## src/rtl/picorv32_axi_arbiter_if.sv

```systemverilog
// AXI4-Lite signal bundle shared by the cores' mem_axi ports and the downstream memory port.
// master modport drives requests and accepts responses; slave modport is the mirror image.
interface picorv32_axi_arbiter_if;
  logic        awvalid;
  logic        awready;
  logic [31:0] awaddr;
  logic [2:0]  awprot;
  logic        wvalid;
  logic        wready;
  logic [31:0] wdata;
  logic [3:0]  wstrb;
  logic        bvalid;
  logic        bready;
  logic        arvalid;
  logic        arready;
  logic [31:0] araddr;
  logic [2:0]  arprot;
  logic        rvalid;
  logic        rready;
  logic [31:0] rdata;

  modport master (
    output awvalid, awaddr, awprot, wvalid, wdata, wstrb, bready,
    output arvalid, araddr, arprot, rready,
    input  awready, wready, bvalid, arready, rvalid, rdata
  );

  modport slave (
    input  awvalid, awaddr, awprot, wvalid, wdata, wstrb, bready,
    input  arvalid, araddr, arprot, rready,
    output awready, wready, bvalid, arready, rvalid, rdata
  );
endinterface

```

## src/rtl/picorv32_axi_arbiter.sv

```systemverilog
// Two-master AXI4-Lite arbiter, one outstanding transaction; grant decided in IDLE (1 cycle),
// handshakes then pass through combinationally; the non-granted master stalls with readies held 0.
module picorv32_axi_arbiter #(
  parameter bit ROUND_ROBIN = 1'b1
) (
  input  logic                          clk,
  input  logic                          reset,
  picorv32_axi_arbiter_if.slave         m0_axi,
  picorv32_axi_arbiter_if.slave         m1_axi,
  picorv32_axi_arbiter_if.master        s_axi
);
  typedef enum logic [2:0] {IDLE, WR, WB, RD, RR} state_e;

  state_e state_q, state_d;
  logic   gnt_q, gnt_d;
  logic   aw_done_q, aw_done_d;
  logic   w_done_q, w_done_d;

  logic req0, req1, win;
  logic g_awvalid, g_wvalid, g_bready, g_arvalid, g_rready;
  logic aw_hs, w_hs, b_hs, ar_hs, r_hs;

  assign req0 = m0_axi.awvalid | m0_axi.arvalid;
  assign req1 = m1_axi.awvalid | m1_axi.arvalid;

  assign g_awvalid = gnt_q ? m1_axi.awvalid : m0_axi.awvalid;
  assign g_wvalid  = gnt_q ? m1_axi.wvalid  : m0_axi.wvalid;
  assign g_bready  = gnt_q ? m1_axi.bready  : m0_axi.bready;
  assign g_arvalid = gnt_q ? m1_axi.arvalid : m0_axi.arvalid;
  assign g_rready  = gnt_q ? m1_axi.rready  : m0_axi.rready;

  assign s_axi.awaddr = gnt_q ? m1_axi.awaddr : m0_axi.awaddr;
  assign s_axi.awprot = gnt_q ? m1_axi.awprot : m0_axi.awprot;
  assign s_axi.wdata  = gnt_q ? m1_axi.wdata  : m0_axi.wdata;
  assign s_axi.wstrb  = gnt_q ? m1_axi.wstrb  : m0_axi.wstrb;
  assign s_axi.araddr = gnt_q ? m1_axi.araddr : m0_axi.araddr;
  assign s_axi.arprot = gnt_q ? m1_axi.arprot : m0_axi.arprot;

  // Done flags mask the channel that already handshook so it is never re-issued downstream.
  assign s_axi.awvalid = (state_q == WR) && g_awvalid && !aw_done_q;
  assign s_axi.wvalid  = (state_q == WR) && g_wvalid  && !w_done_q;
  assign s_axi.bready  = (state_q == WB) && g_bready;
  assign s_axi.arvalid = (state_q == RD) && g_arvalid;
  assign s_axi.rready  = (state_q == RR) && g_rready;

  assign aw_hs = s_axi.awvalid && s_axi.awready;
  assign w_hs  = s_axi.wvalid  && s_axi.wready;
  assign b_hs  = s_axi.bvalid  && s_axi.bready;
  assign ar_hs = s_axi.arvalid && s_axi.arready;
  assign r_hs  = s_axi.rvalid  && s_axi.rready;

  assign m0_axi.awready = (state_q == WR) && !gnt_q && !aw_done_q && s_axi.awready;
  assign m0_axi.wready  = (state_q == WR) && !gnt_q && !w_done_q  && s_axi.wready;
  assign m0_axi.bvalid  = (state_q == WB) && !gnt_q && s_axi.bvalid;
  assign m0_axi.arready = (state_q == RD) && !gnt_q && s_axi.arready;
  assign m0_axi.rvalid  = (state_q == RR) && !gnt_q && s_axi.rvalid;
  assign m0_axi.rdata   = s_axi.rdata;

  assign m1_axi.awready = (state_q == WR) && gnt_q && !aw_done_q && s_axi.awready;
  assign m1_axi.wready  = (state_q == WR) && gnt_q && !w_done_q  && s_axi.wready;
  assign m1_axi.bvalid  = (state_q == WB) && gnt_q && s_axi.bvalid;
  assign m1_axi.arready = (state_q == RD) && gnt_q && s_axi.arready;
  assign m1_axi.rvalid  = (state_q == RR) && gnt_q && s_axi.rvalid;
  assign m1_axi.rdata   = s_axi.rdata;

  always_comb begin
    state_d   = state_q;
    gnt_d     = gnt_q;
    aw_done_d = aw_done_q;
    w_done_d  = w_done_q;
    win       = 1'b0;
    case (state_q)
      IDLE: begin
        if (req0 || req1) begin
          // gnt holds the last winner, so !gnt_q hands a tie to the other master.
          if (req0 && req1) win = ROUND_ROBIN ? !gnt_q : 1'b0;
          else              win = req1;
          gnt_d   = win;
          state_d = (win ? m1_axi.awvalid : m0_axi.awvalid) ? WR : RD;
        end
      end
      WR: begin
        if ((aw_done_q || aw_hs) && (w_done_q || w_hs)) begin
          state_d   = WB;
          aw_done_d = 1'b0;
          w_done_d  = 1'b0;
        end else begin
          aw_done_d = aw_done_q || aw_hs;
          w_done_d  = w_done_q || w_hs;
        end
      end
      WB:      if (b_hs)  state_d = IDLE;
      RD:      if (ar_hs) state_d = RR;
      RR:      if (r_hs)  state_d = IDLE;
      default: state_d = IDLE;
    endcase
  end

  always_ff @(posedge clk) begin
    if (reset) begin
      state_q   <= IDLE;
      gnt_q     <= 1'b1;
      aw_done_q <= 1'b0;
      w_done_q  <= 1'b0;
    end else begin
      state_q   <= state_d;
      gnt_q     <= gnt_d;
      aw_done_q <= aw_done_d;
      w_done_q  <= w_done_d;
    end
  end
endmodule
```

## src/flat_wrapper.sv

```systemverilog
// flat-port wrapper written by rule: the top's interface ports become plain ports
module picorv32_axi_arbiter_flat 
#(
  parameter bit ROUND_ROBIN = 1'b1
)
  (clk, reset, m0_axi_awvalid, m0_axi_awaddr, m0_axi_awprot, m0_axi_wvalid, m0_axi_wdata, m0_axi_wstrb, m0_axi_bready, m0_axi_arvalid, m0_axi_araddr, m0_axi_arprot, m0_axi_rready, m0_axi_awready, m0_axi_wready, m0_axi_bvalid, m0_axi_arready, m0_axi_rvalid, m0_axi_rdata, m1_axi_awvalid, m1_axi_awaddr, m1_axi_awprot, m1_axi_wvalid, m1_axi_wdata, m1_axi_wstrb, m1_axi_bready, m1_axi_arvalid, m1_axi_araddr, m1_axi_arprot, m1_axi_rready, m1_axi_awready, m1_axi_wready, m1_axi_bvalid, m1_axi_arready, m1_axi_rvalid, m1_axi_rdata, s_axi_awvalid, s_axi_awaddr, s_axi_awprot, s_axi_wvalid, s_axi_wdata, s_axi_wstrb, s_axi_bready, s_axi_arvalid, s_axi_araddr, s_axi_arprot, s_axi_rready, s_axi_awready, s_axi_wready, s_axi_bvalid, s_axi_arready, s_axi_rvalid, s_axi_rdata);
  picorv32_axi_arbiter_if m0_axi_i ();
  picorv32_axi_arbiter_if m1_axi_i ();
  picorv32_axi_arbiter_if s_axi_i ();
  input  logic clk;
  input  logic reset;
  input wire logic [$bits(m0_axi_i.awvalid)-1:0] m0_axi_awvalid;
  input wire logic [$bits(m0_axi_i.awaddr)-1:0] m0_axi_awaddr;
  input wire logic [$bits(m0_axi_i.awprot)-1:0] m0_axi_awprot;
  input wire logic [$bits(m0_axi_i.wvalid)-1:0] m0_axi_wvalid;
  input wire logic [$bits(m0_axi_i.wdata)-1:0] m0_axi_wdata;
  input wire logic [$bits(m0_axi_i.wstrb)-1:0] m0_axi_wstrb;
  input wire logic [$bits(m0_axi_i.bready)-1:0] m0_axi_bready;
  input wire logic [$bits(m0_axi_i.arvalid)-1:0] m0_axi_arvalid;
  input wire logic [$bits(m0_axi_i.araddr)-1:0] m0_axi_araddr;
  input wire logic [$bits(m0_axi_i.arprot)-1:0] m0_axi_arprot;
  input wire logic [$bits(m0_axi_i.rready)-1:0] m0_axi_rready;
  output wire logic [$bits(m0_axi_i.awready)-1:0] m0_axi_awready;
  output wire logic [$bits(m0_axi_i.wready)-1:0] m0_axi_wready;
  output wire logic [$bits(m0_axi_i.bvalid)-1:0] m0_axi_bvalid;
  output wire logic [$bits(m0_axi_i.arready)-1:0] m0_axi_arready;
  output wire logic [$bits(m0_axi_i.rvalid)-1:0] m0_axi_rvalid;
  output wire logic [$bits(m0_axi_i.rdata)-1:0] m0_axi_rdata;
  input wire logic [$bits(m1_axi_i.awvalid)-1:0] m1_axi_awvalid;
  input wire logic [$bits(m1_axi_i.awaddr)-1:0] m1_axi_awaddr;
  input wire logic [$bits(m1_axi_i.awprot)-1:0] m1_axi_awprot;
  input wire logic [$bits(m1_axi_i.wvalid)-1:0] m1_axi_wvalid;
  input wire logic [$bits(m1_axi_i.wdata)-1:0] m1_axi_wdata;
  input wire logic [$bits(m1_axi_i.wstrb)-1:0] m1_axi_wstrb;
  input wire logic [$bits(m1_axi_i.bready)-1:0] m1_axi_bready;
  input wire logic [$bits(m1_axi_i.arvalid)-1:0] m1_axi_arvalid;
  input wire logic [$bits(m1_axi_i.araddr)-1:0] m1_axi_araddr;
  input wire logic [$bits(m1_axi_i.arprot)-1:0] m1_axi_arprot;
  input wire logic [$bits(m1_axi_i.rready)-1:0] m1_axi_rready;
  output wire logic [$bits(m1_axi_i.awready)-1:0] m1_axi_awready;
  output wire logic [$bits(m1_axi_i.wready)-1:0] m1_axi_wready;
  output wire logic [$bits(m1_axi_i.bvalid)-1:0] m1_axi_bvalid;
  output wire logic [$bits(m1_axi_i.arready)-1:0] m1_axi_arready;
  output wire logic [$bits(m1_axi_i.rvalid)-1:0] m1_axi_rvalid;
  output wire logic [$bits(m1_axi_i.rdata)-1:0] m1_axi_rdata;
  output wire logic [$bits(s_axi_i.awvalid)-1:0] s_axi_awvalid;
  output wire logic [$bits(s_axi_i.awaddr)-1:0] s_axi_awaddr;
  output wire logic [$bits(s_axi_i.awprot)-1:0] s_axi_awprot;
  output wire logic [$bits(s_axi_i.wvalid)-1:0] s_axi_wvalid;
  output wire logic [$bits(s_axi_i.wdata)-1:0] s_axi_wdata;
  output wire logic [$bits(s_axi_i.wstrb)-1:0] s_axi_wstrb;
  output wire logic [$bits(s_axi_i.bready)-1:0] s_axi_bready;
  output wire logic [$bits(s_axi_i.arvalid)-1:0] s_axi_arvalid;
  output wire logic [$bits(s_axi_i.araddr)-1:0] s_axi_araddr;
  output wire logic [$bits(s_axi_i.arprot)-1:0] s_axi_arprot;
  output wire logic [$bits(s_axi_i.rready)-1:0] s_axi_rready;
  input wire logic [$bits(s_axi_i.awready)-1:0] s_axi_awready;
  input wire logic [$bits(s_axi_i.wready)-1:0] s_axi_wready;
  input wire logic [$bits(s_axi_i.bvalid)-1:0] s_axi_bvalid;
  input wire logic [$bits(s_axi_i.arready)-1:0] s_axi_arready;
  input wire logic [$bits(s_axi_i.rvalid)-1:0] s_axi_rvalid;
  input wire logic [$bits(s_axi_i.rdata)-1:0] s_axi_rdata;
  assign m0_axi_i.awvalid = m0_axi_awvalid;
  assign m0_axi_i.awaddr = m0_axi_awaddr;
  assign m0_axi_i.awprot = m0_axi_awprot;
  assign m0_axi_i.wvalid = m0_axi_wvalid;
  assign m0_axi_i.wdata = m0_axi_wdata;
  assign m0_axi_i.wstrb = m0_axi_wstrb;
  assign m0_axi_i.bready = m0_axi_bready;
  assign m0_axi_i.arvalid = m0_axi_arvalid;
  assign m0_axi_i.araddr = m0_axi_araddr;
  assign m0_axi_i.arprot = m0_axi_arprot;
  assign m0_axi_i.rready = m0_axi_rready;
  assign m0_axi_awready = m0_axi_i.awready;
  assign m0_axi_wready = m0_axi_i.wready;
  assign m0_axi_bvalid = m0_axi_i.bvalid;
  assign m0_axi_arready = m0_axi_i.arready;
  assign m0_axi_rvalid = m0_axi_i.rvalid;
  assign m0_axi_rdata = m0_axi_i.rdata;
  assign m1_axi_i.awvalid = m1_axi_awvalid;
  assign m1_axi_i.awaddr = m1_axi_awaddr;
  assign m1_axi_i.awprot = m1_axi_awprot;
  assign m1_axi_i.wvalid = m1_axi_wvalid;
  assign m1_axi_i.wdata = m1_axi_wdata;
  assign m1_axi_i.wstrb = m1_axi_wstrb;
  assign m1_axi_i.bready = m1_axi_bready;
  assign m1_axi_i.arvalid = m1_axi_arvalid;
  assign m1_axi_i.araddr = m1_axi_araddr;
  assign m1_axi_i.arprot = m1_axi_arprot;
  assign m1_axi_i.rready = m1_axi_rready;
  assign m1_axi_awready = m1_axi_i.awready;
  assign m1_axi_wready = m1_axi_i.wready;
  assign m1_axi_bvalid = m1_axi_i.bvalid;
  assign m1_axi_arready = m1_axi_i.arready;
  assign m1_axi_rvalid = m1_axi_i.rvalid;
  assign m1_axi_rdata = m1_axi_i.rdata;
  assign s_axi_awvalid = s_axi_i.awvalid;
  assign s_axi_awaddr = s_axi_i.awaddr;
  assign s_axi_awprot = s_axi_i.awprot;
  assign s_axi_wvalid = s_axi_i.wvalid;
  assign s_axi_wdata = s_axi_i.wdata;
  assign s_axi_wstrb = s_axi_i.wstrb;
  assign s_axi_bready = s_axi_i.bready;
  assign s_axi_arvalid = s_axi_i.arvalid;
  assign s_axi_araddr = s_axi_i.araddr;
  assign s_axi_arprot = s_axi_i.arprot;
  assign s_axi_rready = s_axi_i.rready;
  assign s_axi_i.awready = s_axi_awready;
  assign s_axi_i.wready = s_axi_wready;
  assign s_axi_i.bvalid = s_axi_bvalid;
  assign s_axi_i.arready = s_axi_arready;
  assign s_axi_i.rvalid = s_axi_rvalid;
  assign s_axi_i.rdata = s_axi_rdata;
  picorv32_axi_arbiter #(.ROUND_ROBIN(ROUND_ROBIN)) u_core (.clk(clk), .reset(reset), .m0_axi(m0_axi_i), .m1_axi(m1_axi_i), .s_axi(s_axi_i));
endmodule
```

## config.mk

```make
export PLATFORM = sky130hd
export DESIGN_NAME = picorv32_axi_arbiter_flat
export DESIGN_NICKNAME = d
export VERILOG_FILES = /design/src/rtl/picorv32_axi_arbiter_if.sv /design/src/rtl/picorv32_axi_arbiter.sv /design/src/flat_wrapper.sv
export SDC_FILE = /design/constraint.sdc
export NUM_CORES = 1
export LEC_CHECK = 0
export BUFFER_PORTS_ARGS = -buffer_cell sky130_fd_sc_hd__buf_2
export CAP_MARGIN = 10
export CORE_AREA = 8 8 169 171
export CTS_BUF_LIST = sky130_fd_sc_hd__clkbuf_8
export DETAILED_ROUTE_END_ITERATION = 7
export DIE_AREA = 0 0 177 179
export SETUP_SLACK_MARGIN = 0.05
export SLEW_MARGIN = 0
export SYNTH_ARGS = -nofsm -noshare
export SYNTH_HDL_FRONTEND = slang
export SYNTH_SLANG_ARGS = --single-unit
```

## constraint.sdc

```tcl
create_clock -name clk -period 1.7 [get_ports clk]
set_clock_uncertainty 0.2 [all_clocks]
set_input_delay 0.17 -clock clk [delete_from_list [all_inputs] [get_ports clk]]
set_output_delay 0.17 -clock clk [all_outputs]
set_load 0.02 [all_outputs]
```

==> run metrics, run 1 <==
floorplan core area=0.0258 mm²; R2R Setup Slk=-0.13 ns; CP Launch Type=register; cts hold-fix bufs=0; ys async rst share=0%; initial antenna violation count=1; Worst-Margin Slew=0.323 ns; Crit Path Class=reg2out; Post-Layout Cell Count=887; Seq/Total Area, Yosys=5.29%; r2r endpoint=u_core.state_q[1]$_SDFFE_PP0P_; Total Routed Length=14.6 mm; share of cells above drive strength 1=82.1%; Die Ht=179 µm; Synth Flop Type=dfxtp_1; failing checks=negative setup slack; most frequent cells in the layout=buf_2 (301), mux2_1 (60), buf_6 (37); Pleak=2.48 nW; first-pass GRT wire length=19.4 mm; EDFF count, synth=0; vias in the first global route=3260; DPL Wire Length=12.0 mm; Hold Crit Class=in2reg; Tot Pwr=5.64 mW; Final ANT Viol Nets=0; full die area=0.0317 mm²; GPL Wtd Cong=0.814; P per Cell Area=1180 mW/mm²; Ports=446; placed cell count=867; CTS clk-pin slew, worst paths=0.04 ns; Final Hold Viols=0; Longest Clk Path Bufs=2; Skew-Pair Late Insertion Delay=0.22 ns; ratio of final minimum period to clock period=110%; largest net degree at the start of global routing=51; Rows=59; Worst Hold End=u_core.state_q[0]$_SDFFE_PP0P_; max_cap viols=0; RSZ-0062 raised after global routing=true; # diodes=0; r2r worst-path depth=7; IO buf count=349; DR iter-0 viols=79; crit end category=output port; HP Start=reset; Syn. warnings=0; GRT Overall Usage=7.80%; critical path arrival=1.51 ns; # setup viols final=118; final count of pins violating max slew=0; Mapped Area=0.00227 mm²; critical path required time=1.33 ns; CTS Buf Count=3; clock sinks=6; Net Count, Synth=513; CTS tree=built; most common cell after layout, fill and taps aside=buf_2; nets@finish=814; Final min period=1.88 ns; register bit total from synthesis=6; Filler Cell Count=2861; vias per inst=3.49; DRC=0; Hold Crit Depth=2; CP Max Fanout=6; Synth-to-Final Area Change=110%; Slew headroom=78.5%; Netlist cell types=34; Max IR drop VDD=0.566 mV; H-Tree Depth=1; Max Fclk=532 MHz; synthesized instance count=252; Via Count=3096; DR pass1 iterations=5; WL/cell=16.4 µm; origin of the critical flop-to-flop path=u_core.gnt_q$_SDFFE_PP1P_; clock root cell=clkbuf_8; Mapped Avg Cell Area=9.02 µm²; status=complete, but fails checks; Congestion Overflow GR=0; setup ws final=-0.178 ns; chip width=177 µm; Initial Utilization=8.82%
-- cell families (layout without fill, tap and decap cells) --
family	after synthesis	in the layout	share of synthesized area, %
mux	111	111	55.2
buf+inv	81	381	24.9
simple gates	39	39	10.2
compound gates	15	15	4.41
flops	6	6	5.29
-- report_power, final --
| group | switching (mW) | internal, mW |
|---|---|---|
| Clock | 0.0671 | 0.156 |
| Combinational | 2.59 | 2.57 |
| Sequential | 0.0647 | 0.196 |
-- critical path, cell delays in order, from the launching register on --
cell and delay [ns]:
dfxtp_4 0.38, buf_12 0.14, buf_8 0.13, mux2_4 0.32, nor3b_4 0.16, buf_6 0.14
-- worst max-delay path by stage --
stage / startpoint / end / slack, ns / cells after the start
detailed placement: u_core.state_q[1]$_SDFFE_PP0P_ / m0_axi_wready / -0.15 / 4
floorplan: u_core.gnt_q$_SDFFE_PP1P_ / m0_axi_awready / -0.20 / 4
global placement: u_core.state_q[1]$_SDFFE_PP0P_ / m0_axi_wready / -0.18 / 4
CTS: u_core.gnt_q$_SDFFE_PP1P_ / s_axi_awvalid / -0.20 / 5
global route: u_core.gnt_q$_SDFFE_PP1P_ / s_axi_awvalid / -0.23 / 5
finish: u_core.gnt_q$_SDFFE_PP1P_ / s_axi_awvalid / -0.18 / 5
-- final cells by class --
| class | instances | area, µm² | area share, % |
|---|---|---|---|
| clock buffers | 3 | 41.3 | 0.866 |
| clock inverters | 1 | 3.75 | 0.0787 |
| inverters | 2 | 7.51 | 0.157 |
| multi-input cells | 165 | 1840 | 38.5 |
| flip-flops and latches | 6 | 129 | 2.70 |
| well taps | 335 | 419 | 8.79 |
| repair buffers | 375 | 2330 | 48.9 |
-- cells in the mapped netlist (2+ instances only) --
cell       n  area (µm²)
and2_1     2        12.5
buf_2     12        60.1
and4b_1    2        20.0
inv_1      2        7.51
mux2i_1    3        30.0
dfxtp_1    6         120
and3_1     2        12.5
nor2_1     7        26.3
nor3_1     6        30.0
nor2b_1    3        18.8
nor4b_1    2        17.5
nand3_1    2        10.0
mux2_1    99        1110
mux2_2     7        78.8
buf_4     64         480
a31oi_1    3        18.8
nand2_1    5        18.8
clkbuf_1   2        7.51
mux2_4     2        30.0
o21ai_0    2        10.0
a21oi_1    3        15.0
nor3b_1    4        30.0
-- what timing repair did --
action                                  4_1_cts  5_1_grt
endpoints found under the setup margin      120      127
cloned                                        2        0
setup buffers                                13        3
pin swaps                                     8        5
gates resized for setup                     109       64
-- layer usage --
layer | GRT usage [%] | share of wire, % | vias to the layer above
met5 | 0 | 0 | -
met4 | 0.420 | 0.37 | 0
met3 | 3.81 | 15 | 6
met2 | 13.3 | 48 | 251
met1 | 9.09 | 36 | 1396
li1 | - | - | 1443
-- flip-flops by register name (all words and copies together) (netlist names) --
name,count
u_core.aw_done_q,1
u_core.state_q,3
u_core.gnt_q,1
u_core.w_done_q,1
-- metrics by stage --
step	cell area (µm²)	setup slack, ns	setup TNS (ns)	hold slack (ns)	util (%)
2_1_floorplan	2280	-0.203	-0.407	0.0391	-
3_3_place_gp	4000	-0.184	-0.184	0.140	15.5
3_5_place_dp	4000	-0.147	-0.148	0.140	15.5
4_1_cts	4570	-0.199	-13.06	0.0162	17.7
5_1_grt	4770	-0.226	-16.80	0.0403	18.5
6_report	4770	-0.178	-10.48	0.0306	18.5
Note: power is estimated with default switching activity, not from simulation.
==> inputs of run 2 (changes only) <==
Settings changed: ABC_AREA set to 1.
==> run metrics, run 2 <==
max reg flops=3; NetSw=3.40 mW; combinational share of power=91.0%; most frequent cells in the layout=nand2_1 (337), buf_2 (317), buf_4 (34); synth cell count leaders=nand2_1 (348), buf_4 (64), inv_1 (24), nor3_1 (14), nor2_1 (12); power share of the sequential group=5.1%; origin of the critical flop-to-flop path=u_core.gnt_q$_SDFFE_PP1P_; # setup viols final=2; R2R Setup Slk=0.13 ns; switching share of power=60.1%; DR pass1 iterations=4; Ports=446; Yosys top cell area share=54.9%; Final min period=1.73 ns; clock sinks=6; Hold Crit Class=in2reg; Worst-Margin Slew=0.436 ns; ys async rst share=0%; Final ANT Viol Nets=0; Mapped Area=0.00238 mm²; count leader, synth=nand2_1; power share of the clock group=4.0%; Pleak=2.91 nW; Total Routed Length=15.9 mm; HP Start=s_axi_arready; CP Cell Sequence=buf_12, nor2_4, a21oi_2, nor3_2, buf_4; max_cap viols=0; register bit total from synthesis=6; Longest Clk Path Bufs=2; Hold Slack=0.0230 ns; Seq/Total Area, Yosys=5.04%; DPL Wire Length=12.5 mm; crit end category=output port; Die Ht=179 µm; GRT Overall Usage=7.92%; most common cell after layout, fill and taps aside=nand2_1; ratio of final minimum period to clock period=102%; chip width=177 µm; Syn. warnings=0; P per Cell Area=1230 mW/mm²; clock root cell=clkbuf_8; buffers and inverters on the worst path=2; Mapped Avg Cell Area=4.61 µm²; full die area=0.0317 mm²; setup ws final=-0.0344 ns; end-of-flow core utilization=17.9%; Slowest-stage cell, CP=dfxtp_4; Slew headroom=70.7%; Filler Cell Count=2984; # diodes=0; failing checks=negative setup slack; Worst Hold End=u_core.state_q[2]$_SDFFE_PP0P_; DRC=0; CTS Buf Count=3; IO buf count=349; Congestion Overflow GR=0; EDFF count, synth=0; CP Max Fanout=15; Hold Crit Depth=3; Tot Pwr=5.67 mW; CTS clk-pin slew, worst paths=0.04 ns; Net Count, Synth=777; first-pass GRT wire length=20.8 mm; DR iter-0 viols=124; largest net degree at the start of global routing=53; dominant cell type by area after synthesis=nand2_1; initial antenna violation count=2; nets@finish=1065; H-Tree Depth=1; internal power component=2.26 mW; register with the most flip-flops=u_core.state_q; Synth Flop Type=dfxtp_1; CP Launch Type=register; status=complete, but fails checks; synthesized instance count=516; Worst path top cell family by delay=flip-flops; Max Fclk=577 MHz; Rows=59; final count of pins violating max slew=0; r2r endpoint=u_core.state_q[1]$_SDFFE_PP0P_; Skew-Pair Late Insertion Delay=0.23 ns; vias per inst=3.55; critical path required time=1.33 ns; Synth-to-Final Area Change=93.6%; WL/cell=14.0 µm; share of cells above drive strength 1=51.9%; CTS tree=built; Setup WS pre-CTS=0.0777 ns; RSZ-0062 raised after global routing=true; Netlist cell types=21; Crit Path Class=reg2out; Initial Utilization=9.24%; Final Hold Viols=0; vias in the first global route=4045; floorplan core area=0.0258 mm²; GPL Wtd Cong=0.814; Synth area leaders=nand2_1 (55%), buf_4 (20%), dfxtp_1 (5.0%); critical path arrival=1.36 ns; r2r worst-path depth=11; Max stage delay on crit path=0.39 ns; Max IR drop VDD=0.619 mV; Via Count=4042
==> run 2: changes by cell type in the layout (fill, tap and decap cells not counted), sizes merged, moves of 6 or more <==
cell   previous run  this run
mux2            108         0
inv               3        26
nor3              6        15
buf             375       367
nor2              7        13
nand2             5       349
==> run 2: kinds of logic (layout without fill, tap and decap cells) <==
logic type | count (synthesis) | after routing | synth area share [%]
simple gates | 383 | 383 | 63.1
compound gates | 13 | 13 | 2.94
flops | 6 | 6 | 5.04
buf+inv | 114 | 401 | 29.0
==> run 2: tightest hold or removal path: stages <==
cell and delay [ns]:
buf_2 0.11, nand2_1 0.07, a21oi_1 0.06
==> run 2: worst max path at each step <==
stage	startpoint	endpoint	slack (ns)	depth (start not counted)
final	u_core.gnt_q$_SDFFE_PP1P_	s_axi_awvalid	-0.03	5
after global routing	u_core.gnt_q$_SDFFE_PP1P_	m1_axi_bvalid	-0.08	4
after CTS	u_core.gnt_q$_SDFFE_PP1P_	s_axi_awvalid	0.001	5
after detailed placement	u_core.gnt_q$_SDFFE_PP1P_	u_core.state_q[0]$_SDFFE_PP0P_	0.08	9
after global placement	u_core.gnt_q$_SDFFE_PP1P_	u_core.state_q[0]$_SDFFE_PP0P_	0.08	9
after floorplan	u_core.state_q[1]$_SDFFE_PP0P_	u_core.aw_done_q$_SDFFE_PP0N_	0.10	5
==> run 2: through the flow <==
stage | setup TNS, ns | area, µm² | cells
after CTS | 0 | 4210 | 1125
after global placement | 0 | 4040 | 1117
final | -0.0589 | 4610 | 1138
after floorplan | 0 | 2380 | 516
after global routing | -3.97 | 4610 | 1138
after detailed placement | 0 | 4040 | 1117
==> run 2: power groups by stage <==
stage,clock (mW),sequential [mW],combinational [mW]
final,0.224,0.287,5.15
after global routing,0.246,0.295,5.63
after CTS,0.231,0.258,4.53
after detailed placement,0,0.229,4.38
after global placement,0,0.227,4.35
after floorplan,0,0.207,2.99
==> run 2: final cells by class <==
class	count	area (µm²)	share of cell area, %
tap	335	419	9.09
clock buffer	3	41.3	0.896
sequential	6	133	2.88
inverter	25	116	2.52
timing repair buffer	371	2170	47.0
multi-input combinational	396	1720	37.4
clock inverter	1	3.75	0.0814
timing repair inverter	1	8.76	0.190
==> run 2: repair_timing <==
item | CTS | global route
endpoints found under the setup margin | 116 | 118
gates cloned | 0 | 6
pin swaps | 0 | 7
buffers inserted | 3 | 7
hold endpoints to repair | 2 | 0
gates resized for setup | 24 | 77
hold buffers | 1 | 0
==> run 2: routing by layer <==
metal	vias up	wire length (µm)	GRT usage [%]	part of all wire [%]
met1	1707	5850	8.49	37
met5	-	17	0	0.11
met2	251	7740	14.3	49
met3	24	2070	3.18	13
li1	2056	-	-	-
met4	4	224	1.86	1.4
==> inputs of run 3 (changes only) <==
==> constraint.sdc (replaced) <==
create_clock -name clk -period 1.7 [get_ports clk]
set_clock_uncertainty 0.2 [all_clocks]
set_input_delay 0.34 -clock clk [delete_from_list [all_inputs] [get_ports clk]]
set_output_delay 0.34 -clock clk [all_outputs]
set_load 0.02 [all_outputs]
==> run metrics, run 3 (synthesis results as in run 2) <==
clock sinks=6; DRC=0; DR pass1 iterations=5; first-pass GRT wire length=23.0 mm; met3 Track Usage GR=3.66%; setup ws final=-0.217 ns; CTS tree=built; power share of the sequential group=3.7%; H-Tree Depth=1; crit end category=output port; buffers and inverters on the worst path=4; # setup viols final=121; cts hold-fix bufs=0; most common cell after layout, fill and taps aside=buf_2; clock root cell=clkbuf_8; Filler Cell Count=2831; Max IR drop VDD=0.507 mV; vias in the first global route=4120; nets@finish=1082; end-of-flow core utilization=22.2%; Initial Utilization=9.24%; Critical Path Most Common Cell=nand2_2; GPL Wtd Cong=0.833; CP Launch Type=register; Final ANT Viol Nets=0; Hold Crit Class=in2reg; Final min period=1.92 ns; power share of the clock group=3.0%; initial antenna violation count=4; ratio of final minimum period to clock period=113%; number of cells on the critical path=6; failing checks=negative setup slack; floorplan core area=0.0258 mm²; Slowest-stage cell, CP=dfxtp_4; full die area=0.0317 mm²; Via Count=4337; Congestion Overflow GR=0; most frequent cells in the layout=buf_2 (268), nand2_1 (246), buf_6 (74); Post-DP Area=0.00413 mm²; chip width=177 µm; Worst-Margin Slew=0.389 ns; status=complete, but fails checks; Skew-Pair Late Insertion Delay=0.23 ns; critical path required time=1.16 ns; Post-Layout Cell Count=1159; Total Routed Length=19.6 mm; CTS clk-pin slew, worst paths=0.04 ns; register with the most flip-flops=u_core.state_q; placed cell count=1123; met1 track demand over resource=10.7%; Die Ht=179 µm; Ports=446; NetSw=4.19 mW; Worst path top cell family by delay=buffers and inverters; internal power component=3.48 mW; Rows=59; switching share of power=54.6%; max_cap viols=0; Longest Clk Path Bufs=2; P per Cell Area=1340 mW/mm²; Pleak=3.38 nW; Crit Path Class=reg2out; Hold Crit Depth=2; critical path arrival=1.38 ns; WL/cell=16.9 µm; DR iter-0 viols=245; Max stage delay on crit path=0.42 ns; RSZ-0062 raised after global routing=true; Final Hold Viols=0; max reg flops=3; final count of pins violating max slew=0; Slew headroom=73.8%; vias per inst=3.74; IO buf count=349; largest net degree at the start of global routing=58; CTS Buf Count=3; Max Fclk=522 MHz; GRT Overall Usage=9.13%; Tot Pwr=7.66 mW; r2r worst-path depth=9; combinational share of power=93.3%; Synth-to-Final Area Change=140%; Design Area, Final=0.00571 mm²; gr busiest metal=met2; CP Max Fanout=7; CP Cell Sequence=clkinv_8, buf_12, clkbuf_16, nand2_2, nand2_2, buf_6; met2 GRT Util=15.3%; Hold Slack=0.108 ns; share of cells above drive strength 1=64.5%; DPL Wire Length=13.6 mm
[run 3: cell count changes in the layout (fill, tap and decap cells not counted), moves of 3 or more]
cell       change
buf_16         +3
buf_2         -49
buf_4          -9
buf_6         +63
buf_8          +3
clkbuf_16      +5
diode_2        +4
nand2_1       -91
nand2_2       +57
nand2_4       +34
nor3_2         +3
[run 3: through the flow]
stage / setup TNS (ns) / setup slack (ns)
after floorplan: -0.115 / -0.0573
after global placement: 0 / 0.0116
after detailed placement: -0.0422 / -0.0287
after CTS: -12.54 / -0.184
after global routing: -28.73 / -0.279
final: -19.85 / -0.217
[run 3: cell type report]
type	count	area, µm²	share of cell area, %
clock inverters	1	3.75	0.0658
repair buffers	389	2850	50.0
clock buffers	3	41.3	0.723
diodes	4	10.0	0.175
multi-input cells	396	2130	37.3
flip-flops and latches	6	135	2.37
inverters	25	119	2.08
well taps	335	419	7.34
[run 3: path summary, 6_finish.rpt]
path                                                startpoint                        endpoint  slack [ns]
worst min-delay path                                     reset  u_core.state_q[2]$_SDFFE_PP0P_        0.11
worst max-delay path                 u_core.gnt_q$_SDFFE_PP1P_                s_axi_awaddr[25]       -0.22
worst min register to register  u_core.state_q[0]$_SDFFE_PP0P_  u_core.state_q[0]$_SDFFE_PP0P_        0.39
worst max register to register       u_core.gnt_q$_SDFFE_PP1P_  u_core.state_q[1]$_SDFFE_PP0P_       -0.01
[run 3: metal layers]
metal | share of wire [%] | vias up
met5 | 0.066 | -
met4 | 1.8 | 2
met3 | 11 | 27
met2 | 47 | 286
met1 | 40 | 1926
li1 | - | 2096
[run 3: what timing repair did]
| action | CTS | global route |
|---|---|---|
| endpoints found under the hold margin | 0 | 0 |
| pin swaps | 2 | 17 |
| resized for setup | 109 | 235 |
| endpoints found under the setup margin | 123 | 124 |
| gates cloned | 1 | 13 |
| setup buffers | 5 | 9 |
[run 3: power groups by stage]
stage / Combinational [mW] / Sequential [mW] / Clock [mW]
floorplan: 3.01 / 0.207 / 0
global placement: 4.57 / 0.228 / 0
detailed placement: 4.59 / 0.231 / 0
CTS: 5.28 / 0.243 / 0.235
global route: 7.66 / 0.295 / 0.248
finish: 7.15 / 0.286 / 0.228
